--- src/rtl/display_arb_pkg.sv ---
// display_arb_pkg: shared types and defaults for the display arbiter.
//   rgb444_t    - 12-bit packed {r,g,b} pixel, 4 bits per channel
//   arb_state_e - ownership FSM states
//   ID_W        - width of a source index (owner_id, sel_id)
package display_arb_pkg;

   localparam int DEF_H_ACTIVE = 800;
   localparam int DEF_V_ACTIVE = 600;
   localparam int ID_W         = 3;

   typedef struct packed {
      logic [3:0] r;
      logic [3:0] g;
      logic [3:0] b;
   } rgb444_t;

   typedef enum logic [1:0] {
      IDLE  = 2'd0,
      DRAIN = 2'd1,
      OWN   = 2'd2
   } arb_state_e;

endpackage

--- src/rtl/rr_arbiter.sv ---
// rr_arbiter: round-robin pick over a request mask.
//   clk, arst_n - clock, async active-low reset
//   req_mask_i  - candidate sources
//   upd_i       - record upd_idx_i as the last owner
//   upd_idx_i   - index just granted
//   win_idx_o   - first requester after the last owner (wrapping)
//   win_vld_o   - at least one candidate present
module rr_arbiter
   import display_arb_pkg::*;
#(
   parameter int NUM_SRC = 3
) (
   input  logic               clk,
   input  logic               arst_n,
   input  logic [NUM_SRC-1:0] req_mask_i,
   input  logic               upd_i,
   input  logic [ID_W-1:0]    upd_idx_i,
   output logic [ID_W-1:0]    win_idx_o,
   output logic               win_vld_o
);

   logic [ID_W-1:0] last_q;

   always_ff @(posedge clk or negedge arst_n) begin
      if (!arst_n) last_q <= '0;
      else if (upd_i) last_q <= upd_idx_i;
   end

   // Search positions last+1, last+2, ... wrapping; the last owner itself
   // is visited last, so it only wins when nobody else asks.
   always_comb begin
      int pos;
      pos       = 0;
      win_idx_o = '0;
      win_vld_o = 1'b0;
      for (int k = 1; k <= NUM_SRC; k++) begin
         pos = (int'(last_q) + k) % NUM_SRC;
         for (int i = 0; i < NUM_SRC; i++) begin
            if (!win_vld_o && (i == pos) && req_mask_i[i]) begin
               win_vld_o = 1'b1;
               win_idx_o = ID_W'(i);
            end
         end
      end
   end

endmodule

--- src/rtl/display_arbiter.sv ---
// display_arbiter: shares the monitor RGB path between NUM_SRC sources.
// Ownership only changes on the last active pixel of a frame, and every
// handover shows BLANK_FRAMES black frames first.
//   clk, arst_n         - pixel clock, async active-low reset
//   h_coord, v_coord    - pixel position from display_ctrl
//   disp_enbl           - active-video qualifier
//   req                 - per-source level request
//   sel_valid, sel_id   - explicit owner selection pulse
//   src_rgb             - packed 4:4:4 pixels, source i at [12i+11:12i]
//   monitor_r/g/b       - registered pixel out (1 clk latency)
//   grant, owner_id     - one-hot owner / its index (registered)
//   blanking            - high while no source is shown (IDLE or DRAIN)
module display_arbiter
   import display_arb_pkg::*;
#(
   parameter int NUM_SRC      = 3,
   parameter int H_ACTIVE     = DEF_H_ACTIVE,
   parameter int V_ACTIVE     = DEF_V_ACTIVE,
   parameter int BLANK_FRAMES = 2,
   parameter int MIN_FRAMES   = 4
) (
   input  logic                  clk,
   input  logic                  arst_n,
   input  logic [10:0]           h_coord,
   input  logic [9:0]            v_coord,
   input  logic                  disp_enbl,
   input  logic [NUM_SRC-1:0]    req,
   input  logic                  sel_valid,
   input  logic [2:0]            sel_id,
   input  logic [NUM_SRC*12-1:0] src_rgb,
   output logic [3:0]            monitor_r,
   output logic [3:0]            monitor_g,
   output logic [3:0]            monitor_b,
   output logic [NUM_SRC-1:0]    grant,
   output logic [2:0]            owner_id,
   output logic                  blanking
);

   localparam logic [3:0] BLANK_LD = 4'(BLANK_FRAMES);
   localparam logic [7:0] MIN_LD   = 8'(MIN_FRAMES);

   arb_state_e         state_q;
   logic [NUM_SRC-1:0] grant_q;
   logic [ID_W-1:0]    owner_q, win_q, sel_id_q;
   logic               sel_pend_q, blank_q;
   logic [3:0]         drain_q;
   logic [7:0]         own_q, own_inc;
   rgb444_t            pix_q, pix_sel;

   logic               frame_end, drain_done;
   logic               owner_req, win_req, sel_tgt_req;
   logic               sel_in_ok, sel_eff_vld;
   logic [ID_W-1:0]    sel_eff_id;
   logic [NUM_SRC-1:0] arb_mask;
   logic [ID_W-1:0]    rr_idx;
   logic               rr_vld, rr_upd;

   assign frame_end = disp_enbl && (h_coord == 11'(H_ACTIVE - 1))
                                && (v_coord == 10'(V_ACTIVE - 1));

   // A select arriving on the frame_end cycle must take part in that
   // cycle's decision, so it bypasses the pending register here.
   assign sel_in_ok   = sel_valid && (int'(sel_id) < NUM_SRC);
   assign sel_eff_vld = sel_in_ok || sel_pend_q;
   assign sel_eff_id  = sel_in_ok ? sel_id : sel_id_q;

   assign own_inc    = (own_q >= MIN_LD) ? own_q : own_q + 8'd1;
   assign drain_done = (drain_q <= 4'd1);

   // While owning, arbitration only looks at the other sources.
   assign arb_mask = (state_q == OWN) ? (req & ~grant_q) : req;
   assign rr_upd   = frame_end && (state_q == DRAIN) && drain_done && win_req;

   always_comb begin
      owner_req   = 1'b0;
      win_req     = 1'b0;
      sel_tgt_req = 1'b0;
      pix_sel     = '0;
      for (int i = 0; i < NUM_SRC; i++) begin
         if (int'(owner_q) == i) begin
            owner_req = req[i];
            pix_sel   = src_rgb[12*i +: 12];
         end
         if (int'(win_q) == i)      win_req     = req[i];
         if (int'(sel_eff_id) == i) sel_tgt_req = req[i];
      end
   end

   rr_arbiter #(.NUM_SRC(NUM_SRC)) u_rr (
      .clk        (clk),
      .arst_n     (arst_n),
      .req_mask_i (arb_mask),
      .upd_i      (rr_upd),
      .upd_idx_i  (win_q),
      .win_idx_o  (rr_idx),
      .win_vld_o  (rr_vld)
   );

   always_ff @(posedge clk or negedge arst_n) begin
      if (!arst_n) begin
         state_q    <= IDLE;
         grant_q    <= '0;
         owner_q    <= '0;
         blank_q    <= 1'b1;
         win_q      <= '0;
         drain_q    <= '0;
         own_q      <= '0;
         sel_pend_q <= 1'b0;
         sel_id_q   <= '0;
      end else begin
         // Pending select: latest wins; selecting the current owner is a
         // no-op and drops whatever was pending.
         if (sel_in_ok) begin
            if ((state_q == OWN) && (sel_id == owner_q)) begin
               sel_pend_q <= 1'b0;
            end else begin
               sel_pend_q <= 1'b1;
               sel_id_q   <= sel_id;
            end
         end else if ((state_q == OWN) && (sel_id_q == owner_q)) begin
            sel_pend_q <= 1'b0;
         end

         if (frame_end) begin
            case (state_q)
               IDLE: begin
                  if (rr_vld) begin
                     win_q   <= rr_idx;
                     drain_q <= BLANK_LD;
                     state_q <= DRAIN;
                  end
               end
               DRAIN: begin
                  drain_q <= drain_done ? 4'd0 : drain_q - 4'd1;
                  if (drain_done) begin
                     // A winner that gave up during the black frames gets
                     // nothing; fall back and re-arbitrate from IDLE.
                     if (win_req) begin
                        state_q <= OWN;
                        grant_q <= NUM_SRC'(1) << win_q;
                        owner_q <= win_q;
                        own_q   <= '0;
                        blank_q <= 1'b0;
                     end else begin
                        state_q <= IDLE;
                     end
                  end
               end
               OWN: begin
                  own_q <= own_inc;
                  if (!owner_req) begin
                     grant_q <= '0;
                     blank_q <= 1'b1;
                     if (rr_vld) begin
                        win_q   <= rr_idx;
                        drain_q <= BLANK_LD;
                        state_q <= DRAIN;
                     end else begin
                        state_q <= IDLE;
                     end
                  end else if (sel_eff_vld && (sel_eff_id != owner_q) && sel_tgt_req) begin
                     // Explicit select ignores the minimum hold time.
                     grant_q    <= '0;
                     blank_q    <= 1'b1;
                     win_q      <= sel_eff_id;
                     drain_q    <= BLANK_LD;
                     state_q    <= DRAIN;
                     sel_pend_q <= 1'b0;
                  end else if ((own_inc >= MIN_LD) && rr_vld) begin
                     grant_q <= '0;
                     blank_q <= 1'b1;
                     win_q   <= rr_idx;
                     drain_q <= BLANK_LD;
                     state_q <= DRAIN;
                  end
               end
               default: state_q <= IDLE;
            endcase
         end
      end
   end

   // Pixel stage: black unless a source owns the screen and video is active.
   always_ff @(posedge clk or negedge arst_n) begin
      if (!arst_n) pix_q <= '0;
      else         pix_q <= ((state_q == OWN) && disp_enbl) ? pix_sel : '0;
   end

   assign monitor_r = pix_q.r;
   assign monitor_g = pix_q.g;
   assign monitor_b = pix_q.b;
   assign grant     = grant_q;
   assign owner_id  = owner_q;
   assign blanking  = blank_q;

endmodule

--- config.mk ---
export PLATFORM = sky130hd
export DESIGN_NAME = display_arbiter
export DESIGN_NICKNAME = d
export VERILOG_FILES = /design/src/rtl/display_arb_pkg.sv /design/src/rtl/rr_arbiter.sv /design/src/rtl/display_arbiter.sv
export SDC_FILE = /design/constraint.sdc
export NUM_CORES = 1
export LEC_CHECK = 0
export CAP_MARGIN = 20
export CORE_ASPECT_RATIO = 1.1
export CORE_MARGIN = 3
export CORE_UTILIZATION = 46
export CTS_CLUSTER_SIZE = 12
export DETAILED_ROUTE_END_ITERATION = 12
export GPL_TIMING_DRIVEN = 0
export PLACE_DENSITY = 0.77
export SYNTH_ARGS = -nofsm -noshare
export SYNTH_HDL_FRONTEND = slang
export SYNTH_SLANG_ARGS = --single-unit
--- constraint.sdc ---
create_clock -name clk -period 4.8 [get_ports clk]
set_clock_uncertainty 0.05 [all_clocks]
set_input_delay 0.96 -clock clk [delete_from_list [all_inputs] [get_ports clk]]
set_output_delay 0.96 -clock clk [all_outputs]
set_load 0.01 [all_outputs]
== Word level (Yosys, flattened, before mapping) ==
Index checks and enable logic that the tools add are counted.

* Bitwise logic cells: 3
* Reduce and logical (&&, ||, !) cells: 55
* Div/mod/pow operators: 3
* Shifts and indexed selects: 1
* Order comparisons: 4
* $add $sub $neg: 5
* Equal/unequal tests: 23
* Multiplexer cells: 74

{| class="wikitable"
|+ Operators with widths
! operator !! count
|-
| == test 2 x 32 -> 1 bit, first input constant || 3
|-
| == test 3 x 32 -> 1 bit, first input constant || 3
|-
| logical NOT 32 bit || 3
|-
| remainder unit 32 x 3 -> 32 bit, second input constant || 3
|-
| two-way mux 12 bit || 4
|-
| two-way mux 3 bit || 11
|-
| two-way mux 1 bit || 32
|-
| logical AND 1 bit || 29
|-
| two-way mux 2 bit || 13
|-
| two-way mux 8 bit || 3
|-
| two-way mux 4 bit || 5
|-
| >= comparator 8 x 3 -> 1 bit, second input constant || 2
|-
| case mux 8 bit (2 select lines) || 1
|-
| case mux 3 bit (2 select lines) || 2
|-
| case mux 4 bit (3 select lines) || 1
|-
| AND reduction 4 bit || 3
|-
| == test 11 x 10 -> 1 bit, second input constant || 1
|-
| == test 10 bit, second input constant || 1
|-
| == test 3 x 2 -> 1 bit, second input constant || 3
|-
| == test 3 bit, second input constant || 3
|-
| logical NOT 3 bit || 3
|-
| adder 3 x 2 -> 4 bit, second input constant || 2
|-
| adder 8 x 1 -> 8 bit, second input constant || 1
|-
| logical NOT 1 bit || 8
|-
| other kinds (23) || 28
|}

* Output and inout port bits: 19
* Input port bits: 67
* Logic and storage cells: 181
* Flip-flop bits (word level): 43

== Logic depth before layout (Yosys ltp) ==
* Word-level depth: 42
* Mapped depth: 19
* Depth with buffers taken out: 17

== Modules after synthesis ==
A second synthesis with hierarchy kept.

* Cell total of the unflattened synthesis: 501
* Area, all modules: 4095.2 µm²

{| class="wikitable"
|+ Modules (own cells, without submodules)
! module !! instances !! seq. area each (µm²) !! cells each !! area each (µm²)
|-
| display_arbiter || 1 || 1002.2 || 267 || 2467.4
|-
| rr_arbiter || 1 || 75.1 || 234 || 1627.8
|}

== Worst setup path after synthesis ==
Ideal clock, no wire load.

* Path type: reg-to-reg
* Start point: register u_rr.last_q[0]
* End point: register state_q[0]
* Setup slack: 0.143 ns
* Data required time: 4.622 ns
* Library setup time: 0.128 ns
* Arrival time: 4.480 ns
* Stages on the path, launching flop included: 19
* Clock period less this slack: 4.657 ns
* Buffers on the path: 2
* Cell sequence: dfrtp_1 clkbuf_1 buf_1 inv_1 ha_1 clkinv_1 ha_1 ha_1 a21oi_1 a21oi_2 or2_2 ha_1 o21ai_0 a22oi_1 a311oi_1 a21boi_4 nor3_4 o31ai_4 mux2_1

* Word-level cells in the longest chain between the ends: 40
* Elaborated cells on any way between the ends: 56
* Classes of those cells: 3 x add/sub; 3 x div; 8 x eq/ne; 12 x mux; 30 x reduce/logical

{| class="wikitable"
|+ Ends and longest elaborated chain
! element !! line !! text
|-
| start: declaration || rr_arbiter.sv:22 || <nowiki>logic [ID_W-1:0] last_q;</nowiki>
|-
| start signal: assignment || rr_arbiter.sv:26 || <nowiki>else if (upd_i) last_q <= upd_idx_i;</nowiki>
|-
| adder 3 x 1 -> 4 bit || rr_arbiter.sv:37 || <nowiki>pos = (int'(last_q) + k) % NUM_SRC;</nowiki>
|-
| remainder unit 32 x 3 -> 32 bit || rr_arbiter.sv:37 ||
|-
| logical NOT 32 bit || rr_arbiter.sv:39 || <nowiki>if (!win_vld_o && (i == pos) && req_mask_i[i]) begin</nowiki>
|-
| logical AND 1 bit || rr_arbiter.sv:39 ||
|-
| two-way mux 1 bit || rr_arbiter.sv:39 ||
|-
| logical NOT 1 bit || rr_arbiter.sv:39 ||
|-
| logical AND 1 bit (2 in a row) || rr_arbiter.sv:39 ||
|-
| two-way mux 1 bit || rr_arbiter.sv:39 ||
|-
| [... 21 more ...] || -- ||
|-
| logical AND 1 bit (2 in a row) || rr_arbiter.sv:39 ||
|-
| two-way mux 1 bit || rr_arbiter.sv:39 ||
|-
| logical NOT 1 bit || rr_arbiter.sv:39 ||
|-
| logical AND 1 bit (2 in a row) || rr_arbiter.sv:39 ||
|-
| two-way mux 1 bit * || rr_arbiter.sv:39 ||
|-
| two-way mux 1 bit or logical AND 1 bit (tied branches) || display_arbiter.sv:154, display_arbiter.sv:169 ||
|-
| two-way mux 2 bit or != test 4 bit (tied branches) || -- ||
|-
| case mux 2 bit (3 select lines) or AND reduction 4 bit (tied branches) || -- ||
|-
| end signal: assignment || display_arbiter.sv:130 || <nowiki>state_q <= DRAIN;</nowiki>
|-
| end signal: assignment || display_arbiter.sv:157 || <nowiki>state_q <= DRAIN;</nowiki>
|-
| end signal: assignment || display_arbiter.sv:159 || <nowiki>state_q <= IDLE;</nowiki>
|-
| end: declaration || display_arbiter.sv:42 || <nowiki>arb_state_e state_q;</nowiki>
|}

Every way passes the cells marked *; elsewhere a longest branch is shown, timed or not.
A chain may end at the register's enable or synchronous reset.

== Worst setup path in the final report ==
* Start point: register u_rr.last_q[0]
* End point: register state_q[1]

* Word-level cells in the longest chain between the ends: 40
* Elaborated cells on any way between the ends: 53
* Classes of those cells: 3 x add/sub; 3 x div; 8 x eq/ne; 9 x mux; 30 x reduce/logical

{| class="wikitable"
|+ Ends and longest elaborated chain
! element !! line !! text
|-
| adder 3 x 1 -> 4 bit || rr_arbiter.sv:37 ||
|-
| remainder unit 32 x 3 -> 32 bit || rr_arbiter.sv:37 ||
|-
| logical NOT 32 bit || rr_arbiter.sv:39 ||
|-
| logical AND 1 bit || rr_arbiter.sv:39 ||
|-
| two-way mux 1 bit || rr_arbiter.sv:39 ||
|-
| logical NOT 1 bit || rr_arbiter.sv:39 ||
|-
| logical AND 1 bit (2 in a row) || rr_arbiter.sv:39 ||
|-
| two-way mux 1 bit || rr_arbiter.sv:39 ||
|-
| [... 21 more ...] || -- ||
|-
| logical AND 1 bit (2 in a row) || rr_arbiter.sv:39 ||
|-
| two-way mux 1 bit || rr_arbiter.sv:39 ||
|-
| logical NOT 1 bit || rr_arbiter.sv:39 ||
|-
| logical AND 1 bit (2 in a row) || rr_arbiter.sv:39 ||
|-
| two-way mux 1 bit * || rr_arbiter.sv:39 ||
|-
| logical AND 1 bit || display_arbiter.sv:169 || <nowiki>end else if ((own_inc >= MIN_LD) && rr_vld) begin</nowiki>
|-
| != test 4 bit (no line) || -- ||
|-
| AND reduction 4 bit (no line) * || -- ||
|-
| end signal: assignment || display_arbiter.sv:167 || <nowiki>state_q <= DRAIN;</nowiki>
|-
| end signal: assignment || display_arbiter.sv:174 || <nowiki>state_q <= DRAIN;</nowiki>
|-
| end signal: assignment || display_arbiter.sv:177 || <nowiki>default: state_q <= IDLE;</nowiki>
|}

Marks and branches as above.

==> results_dict.tcl <==
set metrics [dict create \
    setup.worst_path.start_class "flop" \
    diodes 0 \
    hp-class "in2async" \
    postSynthRegisterBits 43 \
    crit_slowest_cell "dfrtp_2" \
    critical-path-top-delay-family "compound AO/OA/AOI/OAI gates" \
    path_max_fanout 10 \
    whs_ps 422.5 \
    nFillCells 653 \
    setup_ws_ps 291.5 \
    end_kind "flop" \
    gp_congestion 0.9276 \
    cp.arrival_ps 4660 \
    syn_inst 417 \
    synth_flop_cell "dfrtp_1" \
    synth_edf_count 0 \
    synth_seq_area_share 0.2924 \
    reg2reg_depth 18 \
    drive_gt1_frac 0.09942 \
    rrSetupSlack_ps 290 \
    vias 3533 \
    portBuffers 85 \
    r2r-start "u_rr.last_q[0]" \
    status "completed" \
    hold_viol 0 \
    rsz0062_at_grt "no" \
    required_ps 4950 \
    drc_errors 0 \
    max-cap-violations 0 \
    syn-mean-instance-area_um2 8.836 \
    crit_type "reg2reg" \
    cp-startpoint "u_rr.last_q[0]" \
    cts_inserted_buffers 5 \
    pin_count 86 \
    leakage_nw 2.129 \
    grt.overflow.total 0 \
    clock_sinks 43 \
    slew_headroom 0.5537 \
    postRouteWirelength_um 9584 \
    async_flop_share 1.000 \
    final_antenna_net_count 0 \
    area_growth_pct 31.24 \
    tightest_slew_ps 663.4 \
    synth_warnings 0 \
    dp_hpwl_um 7659 \
    grt_antenna_before_repair 0 \
    fp.coreArea_um2 7639 \
    placed_area_um2 4682 \
    die_w_um 91.34 \
    netlist-cell-type-count 82 \
    syn_nets 514 \
    die_area_um2 9122 \
    slew_violations 0 \
    viasPerCell 5.717 \
    grt_pass1_vias 3647 \
    clkTransAtPathRegs_ps 90 \
    grt_pass1_wl_um 16280 \
    power_density_nw_per_um2 148.0 \
    max_stage_delay_ps 420 \
    ir_drop_uv 133.6 \
    grt.total_usage 0.2150 \
    wl_per_cell_um 15.51 \
    rows 33 \
    pre_cts_slack_ps -630.0 \
    cts_tree "yes" \
    r2r_end "state_q[1]" \
    period_minus_slack_ps 4509 \
    final_cell_mix "clkdlybuf4s50_1 (84), nor2_1 (42), dfrtp_1 (41)" \
    drtPass1Iterations 4 \
    fmax_mhz 221.8 \
    fp.dieH_um 99.87 \
    fin_area_um2 4836 \
    hold_buffers 0 \
    drtIter0Drc 152 \
    htree_levels 2 \
    start_util 0.4824 \
    syn_area_um2 3685 \
    final_common_cell "clkdlybuf4s50_1" \
    num-nets-final 609 \
    clkLatencyLatePin_ps 310 \
    setup_viol_count_final 0 \
    crit_top_cell "ha_1" \
    post-route-period-util 0.9393 \
    critPathBufInv 4 \
    path_cells "buf_4, clkbuf_4, inv_1, ha_1, clkinv_2, ha_1, ha_1, a21oi_4, a21oi_2, or2_2, ha_2, o21ai_0, a22oi_1, a311oi_4, a21boi_4, nor3_4, o31ai_4, mux2_1" \
    cts_root_buffer "clkbuf_8" \
    cts.path.max_buffers 2 \
    grt_max_degree 38 \
]
[routing by layer]
layer	share of wire	GRT usage	vias up	routed length [um]
met1	0.42	0.2560	1677	4035
met4	0.025	0.07773	0	242
met5	0	0	-	0
met2	0.47	0.3686	113	4531
met3	0.081	0.06447	16	775
li1	-	-	1727	-
[worst max-delay path by stage]
stage / endpoint / slack, ps / depth (start not counted)
finish: state_q[1] / 290 / 18
global route: state_q[1] / 2 / 17
CTS: state_q[1] / 40 / 18
detailed placement: state_q[1] / -630 / 18
global placement: state_q[0] / -550 / 18
floorplan: state_q[0] / 140 / 18
[metrics by stage]
step / total power, mW / instances / utilization / TNS (ps)
4_1_cts: 0.7192 / 617 / 0.6282 / 0
5_1_grt: 0.7489 / 618 / 0.6331 / 0
6_report: 0.7159 / 618 / 0.6331 / 0
3_3_place_gp: 0.4724 / 607 / 0.6110 / -4681
3_5_place_dp: 0.4763 / 608 / 0.6129 / -5949
2_1_floorplan: 0.4052 / 417 / - / 0
[flip-flops by register name, indices dropped and copies added, names as in the netlist, 2 cells and up]
register,flops
own_q,8
drain_q,4
monitor_b,4
monitor_g,4
monitor_r,4
grant,3
owner_id,3
sel_id_q,3
u_rr.last_q,3
win_q,3
state_q,2
[area by class of cell]
cell class | count | area [um2] | area share
clock inverter | 3 | 23.77 | 0.004916
sequential | 43 | 1079 | 0.2230
inverter | 30 | 113.9 | 0.02354
buffer | 14 | 68.82 | 0.01423
tap | 105 | 131.4 | 0.02717
multi-input combinational | 330 | 2470 | 0.5107
clock buffer | 5 | 68.82 | 0.01423
timing repair buffer | 88 | 880.8 | 0.1821
[worst register-to-register path, cell delays in order, from the launching register on]
cell and delay [ps]:
dfrtp_2 420, buf_4 190, clkbuf_4 220, inv_1 80
ha_1 340, clkinv_2 150, ha_1 260, ha_1 250
a21oi_4 190, a21oi_2 100, or2_2 320, ha_2 230
o21ai_0 190, a22oi_1 130, a311oi_4 310, a21boi_4 310
nor3_4 80, o31ai_4 260, mux2_1 340
[cell families after synthesis]
logic type               after synthesis  share of synthesized area
multiplexers                          11                    0.03260
buffers and inverters                 44                    0.04719
AND/OR/NAND/NOR                      144                     0.2051
AO/OA/AOI/OAI                        133                     0.2903
adder cells (fa/ha/maj)               30                     0.1019
flip-flops                            43                     0.2924
XOR/XNOR                              12                    0.03056
[synth_stat cells (4+ instances only)]
cell type	count	share of area
dfrtp_1	42	0.29
nor2_1	42	0.043
ha_1	30	0.10
nand2_1	30	0.031
inv_1	29	0.030
a21o_1	18	0.037
o21ai_0	15	0.020
a21oi_1	14	0.019
o221ai_1	13	0.031
xnor2_1	10	0.024
clkbuf_1	9	0.0092
and2_1	8	0.014
nor2b_1	8	0.014
nor3_1	8	0.011
nand3_1	7	0.0095
mux2i_1	6	0.016
a31oi_1	5	0.0085
nor3b_1	5	0.010
o2111ai_1	5	0.012
or3_1	5	0.0085
a211oi_1	4	0.0081
a21boi_0	4	0.0081
a22oi_1	4	0.0081
nand3b_1	4	0.0081
nand4_1	4	0.0068
o21a_1	4	0.0081
o32ai_1	4	0.0095
or2_2	4	0.0068
[repair_timing]
item	4_1_cts	5_1_grt
resized for setup	6	7
endpoints found under the setup margin	13	13
pin swaps	0	1
setup buffers	1	1
[where the power goes]
| group | switching [mW] | internal, mW |
|---|---|---|
| clock | 0.143 | 0.104 |
| sequential | 0.00356 | 0.366 |
| combinational | 0.0348 | 0.0648 |
| total | 0.181 | 0.535 |
Power figures use the tool's default switching activity.
==> variant, RTL diff (config.mk and constraints unchanged) <==
`NUM_SRC` is set to 3 in 2 places; all go to 2.
--- a/src/rtl/rr_arbiter.sv
+++ b/src/rtl/rr_arbiter.sv
@@ -8,7 +8,7 @@
 module rr_arbiter
    import display_arb_pkg::*;
 #(
-   parameter int NUM_SRC = 3
+   parameter int NUM_SRC = 2
 ) (
    input  logic               clk,
    input  logic               arst_n,
--- a/src/rtl/display_arbiter.sv
+++ b/src/rtl/display_arbiter.sv
@@ -13,7 +13,7 @@
 module display_arbiter
    import display_arb_pkg::*;
 #(
-   parameter int NUM_SRC      = 3,
+   parameter int NUM_SRC      = 2,
    parameter int H_ACTIVE     = DEF_H_ACTIVE,
    parameter int V_ACTIVE     = DEF_V_ACTIVE,
    parameter int BLANK_FRAMES = 2,
Interface: changed (resized grant, req and src_rgb); port bits go from 86 to 72. No check against the original RTL was run, so the function may have changed too.
==> variant against the original RTL <==
  * Synthesized area down 39%
  * Sequential share of layout area increased by 9.5 points
  * Wire length is 45% lower
  * Final cell count fell by 43%
  * Sequential cell count down 3
  * Setup slack better by 1.3 ns
  * Final area fell by 35%
  * Total power fell by 2.3%
  * Non-clock buffer count decreased by 25
  * Critical endpoint is now drain_q[0]$_DFFE_PN0P_
  * Highest routed layer unchanged
==> variant: results (changes against the original RTL) <==
Synth Area in Compound Gates=15.1% (-14 points); drt first-iter violations=130 (-14%); worst min-delay path category=register to register; slowest stage delay, CP=0.55 ns (+0.13 ns); layout cells sized above 1=10.4% (+0.46 points); Area after DPL=0.00304 mm^2 (-35%); Leak=0.00144 uW (-33%); CP startpoint=sel_id[1]; core outline area=0.00468 mm^2 (-39%); post-synthesis mux area share=8.73% (+5.5 points); CTS clock-pin slew for the worst setup and hold paths=around 0.080 ns; total CTS buffers=5 (unchanged); Port Buffers=71 (-16%); PnR worst setup slack=1.59 ns (+1.30 ns); Slowest cell on crit path=or4b_4; final net count=359 (-41%); Post-Synth XOR/XNOR Area=2.32% (-0.73 points); Adder-Cell Fraction of Synth Area=4.42% (-5.8 points); Post-synth top cells=dfrtp_1, nor2_1, inv_1, mux2i_1, nand2_1; Reg2Reg Depth=6 (-12); Netlist cell types=54 (-34%); first-pass GRT wire length=9030 um (-45%); ranking of synthesized cells by area=dfrtp_1, mux2i_1, nor2_1; worst skew pair latency=0.29 ns (-0.02 ns); Vias=1913 (-46%); worst setup path end=drain_q[0]$_DFFE_PN0P_; routed len/inst=15.0 um (-3.1%); RR Endpoint=drain_q[0]$_DFFE_PN0P_; register area share after synthesis=44.3% (+15 points); Peak VDD IR=0.210 mV (+57%); GRT Overall Usage=19.9% (-1.6 points); Worst EP arrival=3.34 ns (-1.32 ns); Final Wtd Congestion=0.815 (-12%); status=completed; postcts setup bufs=0 (-1); vias in the first global route=1999 (-45%); syn nets=281 (-45%); detailed placer's ending HPWL=4090 um (-47%); Place WS=1.29 ns (+1.92 ns)
[variant: routing by layer]
metal / vias up / GRT usage [%] / share of wire [%]
li1: 944 / - / -
met2: 70 / 34.6 / 49
met4: 0 / 7.20 / 1.3
met3: 5 / 4.53 / 7.8
met5: - / 0 / 0
met1: 894 / 23.9 / 42
[variant: where the power goes]
| part | internal (uW) | switching, uW |
|---|---|---|
| registers | 340 | 3.67 |
| logic | 53.9 | 27.8 |
| clock network | 154 | 121 |
[variant: kinds of logic (layout without fill, tap and decap cells)]
kind of cell,after synthesis,in the layout
flip-flops,40,40
buffers and inverters,19,98
XOR/XNOR,6,6
AO/OA/AOI/OAI,40,40
adder cells (fa/ha/maj),8,8
multiplexers,19,19
AND/OR/NAND/NOR,87,87
[variant: final cells by class]
type	count	area (um^2)
fillers	397	1530
multi-input cells	160	1180
flip-flops and latches	40	1000
repair buffers	71	706
well taps	56	70.1
clock buffers	5	68.8
inverters	13	48.8
clock inverters	3	42.5
plain buffers	6	36.3
[variant: critical path: cells and delay by family]
family | cells | cell delay, ns
simple gates | 2 | 1.05
buf+inv | 1 | 0.48
compound gates | 3 | 0.57
mux | 1 | 0.27
[variant: metrics by stage]
stage                     util [%]  total power (uW)  cells  hold WS (ns)
final                         67.3               700    354         0.420
after detailed placement      64.9               433    346         0.411
after floorplan                  -               376    219         0.413
after global routing          67.3               727    354         0.460
after CTS                     67.3               708    354         0.424
after global placement        65.0               431    346         0.402
